### config.mk
export PLATFORM = sky130hd
export DESIGN_NAME = traffic_light_ctrl
export DESIGN_NICKNAME = d
export VERILOG_FILES = /design/src/rtl/traffic_pkg.sv /design/src/rtl/tl_phase_timer.sv /design/src/rtl/traffic_light_ctrl.sv
export SDC_FILE = /design/constraint.sdc
export NUM_CORES = 1
export LEC_CHECK = 0
export ABC_AREA = 1
export BUFFER_PORTS_ARGS = -buffer_cell sky130_fd_sc_hd__buf_2
export CAP_MARGIN = 30
export CORE_MARGIN = 10
export CORE_UTILIZATION = 45
export DETAILED_ROUTE_END_ITERATION = 10
export GPL_TIMING_DRIVEN = 0
export PLACE_DENSITY = 0.65
export SLEW_MARGIN = 15
export SYNTH_ARGS = -nofsm -noshare
export SYNTH_HDL_FRONTEND = slang
export SYNTH_SLANG_ARGS = --single-unit
export TNS_END_PERCENT = 50
### constraint.sdc
create_clock -name clk -period 3.1 [get_ports clk]
set_input_delay 0.31 -clock clk [delete_from_list [all_inputs] [get_ports clk]]
set_output_delay 0.31 -clock clk [all_outputs]
set_load 0.03 [all_outputs]
### src/rtl/traffic_pkg.sv
// traffic_pkg: state encoding, light encodings and output decode for the traffic controller
package traffic_pkg;
  typedef enum logic [2:0] {
    NS_GREEN = 3'd0,
    NS_AMBER = 3'd1,
    ALLRED_A = 3'd2,
    EW_GREEN = 3'd3,
    EW_AMBER = 3'd4,
    ALLRED_B = 3'd5,
    PED_WALK = 3'd6,
    FLASH    = 3'd7
  } state_t;
  localparam logic [2:0] RED   = 3'b100;
  localparam logic [2:0] AMBER = 3'b010;
  localparam logic [2:0] GREEN = 3'b001;
  localparam logic [2:0] OFF   = 3'b000;
  function automatic logic [6:0] lights(input state_t s, input logic flash_on);
    case (s)
      NS_GREEN: return {GREEN, RED, 1'b0};
      NS_AMBER: return {AMBER, RED, 1'b0};
      EW_GREEN: return {RED, GREEN, 1'b0};
      EW_AMBER: return {RED, AMBER, 1'b0};
      PED_WALK: return {RED, RED, 1'b1};
      FLASH:    return flash_on ? {AMBER, AMBER, 1'b0} : {OFF, OFF, 1'b0};
      default:  return {RED, RED, 1'b0};
    endcase
  endfunction
endpackage

### src/rtl/tl_phase_timer.sv
// tl_phase_timer: elapsed-tick counter per phase with end-of-phase compare
module tl_phase_timer #(
  parameter int CNT_W = 16
) (
  input  logic             clk,
  input  logic             rst_n,
  input  logic             clr,
  input  logic             tick_en,
  input  logic [CNT_W-1:0] dur,
  output logic [CNT_W-1:0] elapsed,
  output logic             done
);
  assign done = tick_en && elapsed == dur - CNT_W'(1);
  always_ff @(posedge clk or negedge rst_n)
    if (!rst_n) elapsed <= '0;
    else elapsed <= clr ? '0 : tick_en ? elapsed + CNT_W'(1) : elapsed;
endmodule

### src/rtl/traffic_light_ctrl.sv
// traffic_light_ctrl: two-road signal sequencer with pedestrian phase and night flashing
module traffic_light_ctrl
  import traffic_pkg::*;
#(
  parameter int CNT_W          = 16,
  parameter int GREEN_TICS     = 200,
  parameter int MIN_GREEN_TICS = 50,
  parameter int AMBER_TICS     = 30,
  parameter int ALLRED_TICS    = 10,
  parameter int WALK_TICS      = 60,
  parameter int FLASH_TICS     = 20
) (
  input  logic       clk,
  input  logic       rst_n,
  input  logic       tick_en,
  input  logic       ped_req,
  input  logic       night_mode,
  output logic [2:0] ns_light,
  output logic [2:0] ew_light,
  output logic       ped_walk,
  output logic [2:0] state_o
);
  localparam longint LIM = longint'(1) << CNT_W;
  if (GREEN_TICS < 1 || MIN_GREEN_TICS < 1 || AMBER_TICS < 1 || ALLRED_TICS < 1 ||
      WALK_TICS < 1 || FLASH_TICS < 1 || MIN_GREEN_TICS > GREEN_TICS ||
      GREEN_TICS >= LIM || AMBER_TICS >= LIM || ALLRED_TICS >= LIM ||
      WALK_TICS >= LIM || FLASH_TICS >= LIM) begin : g_bad_params
    $fatal(1, "traffic_light_ctrl: illegal timing parameters");
  end
  state_t state, nxt;
  logic flash_on, nxt_flash, ped_pend, ped_ns, pend, cut, adv, done;
  logic [CNT_W-1:0] elapsed, dur;
  assign pend = ped_pend | ped_req;
  assign cut = pend && tick_en && elapsed >= CNT_W'(MIN_GREEN_TICS - 1);
  assign nxt_flash = nxt == FLASH && !(state == FLASH && flash_on);
  assign state_o = state;
  assign dur = state inside {NS_GREEN, EW_GREEN} ? CNT_W'(GREEN_TICS)
             : state inside {NS_AMBER, EW_AMBER} ? CNT_W'(AMBER_TICS)
             : state == PED_WALK ? CNT_W'(WALK_TICS)
             : state == FLASH ? CNT_W'(FLASH_TICS) : CNT_W'(ALLRED_TICS);
  tl_phase_timer #(.CNT_W(CNT_W)) u_timer (
    .clk(clk), .rst_n(rst_n), .clr(adv), .tick_en(tick_en),
    .dur(dur), .elapsed(elapsed), .done(done)
  );
  // adv doubles as the timer clear, including each flash half-period
  always_comb begin
    adv = done;
    nxt = state;
    case (state)
      NS_GREEN: begin adv = done | cut; nxt = NS_AMBER; end
      NS_AMBER: nxt = ALLRED_A;
      ALLRED_A, ALLRED_B: nxt = night_mode ? FLASH : pend ? PED_WALK
                              : state == ALLRED_A ? EW_GREEN : NS_GREEN;
      EW_GREEN: begin adv = done | cut; nxt = EW_AMBER; end
      EW_AMBER: nxt = ALLRED_B;
      PED_WALK: nxt = ped_ns ? NS_GREEN : EW_GREEN;
      default:  nxt = night_mode ? FLASH : ALLRED_B;
    endcase
  end
  always_ff @(posedge clk or negedge rst_n)
    if (!rst_n) begin
      state    <= ALLRED_B;
      flash_on <= 1'b0;
      ped_pend <= 1'b0;
      ped_ns   <= 1'b0;
      ns_light <= RED;
      ew_light <= RED;
      ped_walk <= 1'b0;
    end else begin
      ped_pend <= (state == PED_WALK && adv) ? 1'b0 : pend;
      if (adv) begin
        state    <= nxt;
        flash_on <= nxt_flash;
        if (nxt == PED_WALK) ped_ns <= state == ALLRED_B;
        {ns_light, ew_light, ped_walk} <= lights(nxt, nxt_flash);
      end
    end
endmodule
==> run summary <==
The kind of critical path is register to register. For the final database, setup skew stands at 6.553 ps. Dividing the final minimum period by the clock period gives 64.21%.

Once placement finished, the instance area stood at 1911 um^2. The die width came out at 82.99 um. After legalization and detailed placement, the total HPWL measured 2.959 mm. After detailed routing, the number of vias per cell comes to 5.009. The overall global routing resource usage is 11.73%. In this run the number of H-tree levels came out at 2. Synthesis produced 255 cells. The area growth from synthesis to final layout came out at 14.51%.

The number of hold violations in the final report came out at 0. The adder and majority gate portion of the synthesized area came out at 2.102%. The latest clock arrival within the worst-skew pair came out at 280 ps.

Ranked by total cell area, the synthesized netlist is headed by dfrtp_1 (35%), nand2_1 (18%), nand3_1 (6.7%), nor2_1 (6.5%), inv_1 (6.1%). The number of global-route vias before repair is 1,547. The mean cell area of the mapped netlist is 7.002 um^2. The final setup TNS is 0 ps.

The worst register-to-register path ends at ns_light[1]. After the last flow step, the layout net total stands at 283. The count of buffers inserted at the top-level ports came out at 13.

The DRC marker count from the first detailed-route iteration is 105. Dividing total power by cell area gives a power density of 544.0 nW/um^2. In the final layout, the share of cells above drive strength 1 is 14.49%. The required time of the worst setup path is 3270 ps. The worst setup path is launched from a register. Multiplexer cells account for 0% of the synthesized area.

Global routing finished with a remaining overflow of 0. The worst max-slew margin expressed relative to the limit is 55.98%. The fraction of synthesized cell area in xor and xnor cells came out at 2.943%.

The die is 82.99 um tall. STA classifies the critical path endpoint as a register. The buffer cell driving the clock tree root is clkbuf_8.

The post-synthesis cell area is 1785 um^2. In this run the critical register-to-register path is launched from state_o[0]. The dominant combinational cell family by area after synthesis is simple AND/OR/NAND/NOR gates. The total chip power is 1.112 mW. The number of resized instances in the post-cts repair step came out at 0. 15 I/O pins were placed. The wire length of the first global-routing pass came out at 6.879 mm. The pin count of the biggest net entering global routing is 30.

After detailed routing, the number of remaining DRC violations is 0. The die covers 6887 um^2. The tree built by TritonCTS fans out to 29 sinks. Summed over all instances, the cell type with the most area after synthesis is dfrtp_1. The initial core utilization is 47.69%.

VDD sags by at most 0.3033 mV. The overall via count from detail_route came out at 1,623. Static timing analysis puts the maximum clock frequency at 502.4 MHz. The CTS tree is done. The max-slew violation total from the final report is 0. The final layout contains routed wiring with a total length of 4.016 mm. The initialized floorplan defines 22 standard-cell rows. The core outline area came out at 3744 um^2. The slew at the pin closest to its max-slew limit is 660.3 ps.

The count of TritonRoute iterations in the first routing pass came out at 4. The number of buffers created by CTS is 5. The number of storage elements in the synthesis netlist came out at 29. Setup repair after global routing left no endpoint under its margin. The total of warnings raised by yosys came out at 0. The data arrival at the endpoint of the critical path is 2160 ps. The number of antenna repair diodes is 0. In the layout the commonest cells are nand2_1 (85), nor2_1 (31), inv_1 (29), dfrtp_1 (25), nand3_1 (24).

The minimum clock period after layout came out at 1991 ps. The final weighted congestion in routability-driven placement came out at 0.8813. The number of max-cap violations came out at 0. The setup fix buffers added after clock tree synthesis is 0. The worst reg-to-reg setup slack is 1110 ps. The fraction of synthesized cell area taken by the top area cell type is 35.04%.

The total of hold buffers inserted after clock tree synthesis is 0. The largest fanout on the critical path is 9. The area of all placed cells without fillers is 2044 um^2. The min-delay analysis places its worst path in the category primary input to asynchronous set/reset pin. The leakage dissipation is 1.108 nW. The worst reg2reg path depth is 9. The worst hold slack is 49.86 ps. The post-synthesis sequential area ratio came out at 40.93%.

The wire length per cell is 12.40 um. The final antenna-violating net count is 0. Setup violations remaining at the end of the flow were counted as 0.

The number of buffers between clock root and the deepest sink is 2. The number of nets in the synthesized netlist came out at 263. The post-synthesis simple-gate area fraction is 39.73%.

Leaving out fill and tap cells, the most frequent cell in the layout is nand2_1. The clock-pin slew on the worst setup and hold paths is 70 ps. The flow ran to the end, and the final reports show no timing, DRC or antenna violations. The initial antenna violation count is 0. The count of unique library cells instantiated by Yosys is 27.

The area fraction in compound gates after synthesis came out at 5.326%.
## critical path, stage by stage, from the launching register on
cell and delay (ps):
dfstp_2 580, inv_1 90, nand2_1 130, nand3_2 130, nor3_1 140, o21ai_0 200, nand2_2 170, clkinv_1 250
nand2_1 140, nand2_1 60
## registers in the layout, indices dropped and copies added (netlist names)
signal and cells:
u_timer.elapsed 16, ew_light 3, ns_light 3, state_o 3, flash_on 1, ped_ns 1, ped_pend 1, ped_walk 1
## per-stage QoR
| stage | std cells | utilization [%] | worst slack, ps |
|---|---|---|---|
| 2_1_floorplan | 255 | - | 1291 |
| 3_3_place_gp | 316 | 51.04 | 1124 |
| 3_5_place_dp | 316 | 51.04 | 1126 |
| 4_1_cts | 324 | 54.61 | 1111 |
| 5_1_grt | 324 | 54.61 | 865.9 |
| 6_report | 324 | 54.61 | 1109 |
## per-layer routing
metal | track usage (%) | wire, um | share of wire (%)
met4 | 3.385 | 20 | 0.50
met2 | 20.39 | 2014 | 50
met3 | 3.320 | 125 | 3.1
met1 | 13.54 | 1856 | 46
met5 | 0 | 0 | 0
## worst max-delay path by stage
| stage | startpoint | to | slack, ps | cells past startpoint |
|---|---|---|---|---|
| CTS | state_o[0] | ns_light[1] | 1110 | 10 |
| global route | state_o[0] | ped_walk | 870 | 9 |
| floorplan | state_o[0] | ped_pend | 1290 | 11 |
| finish | state_o[0] | ns_light[1] | 1110 | 9 |
| global placement | state_o[0] | ns_light[1] | 1120 | 10 |
| detailed placement | state_o[0] | ns_light[1] | 1130 | 10 |
## area by class of cell
class                           instances  area, um^2
Buffer                                  4       43.79
Clock inverter                          3       65.06
Sequential cell                        29       730.7
Timing Repair Buffer                   13       65.06
Multi-Input combinational cell        191       894.6
Clock buffer                            5       68.82
Tap cell                               48       60.06
Inverter                               31       116.4
Fill cell                             385        1699
## cells by family (layout without fill, tap and decap cells)
logic type / Yosys count / after routing
XOR/XNOR: 6 / 6
buffers and inverters: 35 / 56
AO/OA/AOI/OAI: 17 / 17
flip-flops: 29 / 29
adder cells (fa/ha/maj): 3 / 3
AND/OR/NAND/NOR: 165 / 165
## report_power, final
group          internal (mW)  switching [mW]
Combinational         0.0704           0.107
Clock                  0.319           0.146
Sequential             0.419          0.0510
## cell usage after synthesis
master	number
nand2_1	85
nor2_1	31
inv_1	29
dfrtp_1	25
nand3_1	24
nor3_1	11
o21ai_0	8
a21oi_1	6
nand4_1	5
xor2_1	5
dfstp_2	4
ha_1	3
buf_6	2
nand2_2	2
nor2_2	2
nor3_2	2
a21o_2	1
a21oi_2	1
and3_1	1
buf_4	1
clkbuf_8	1
clkinv_1	1
inv_2	1
nand3_2	1
o21bai_1	1
or2_2	1
xnor2_1	1
Note: power is estimated with default switching activity, not from simulation.
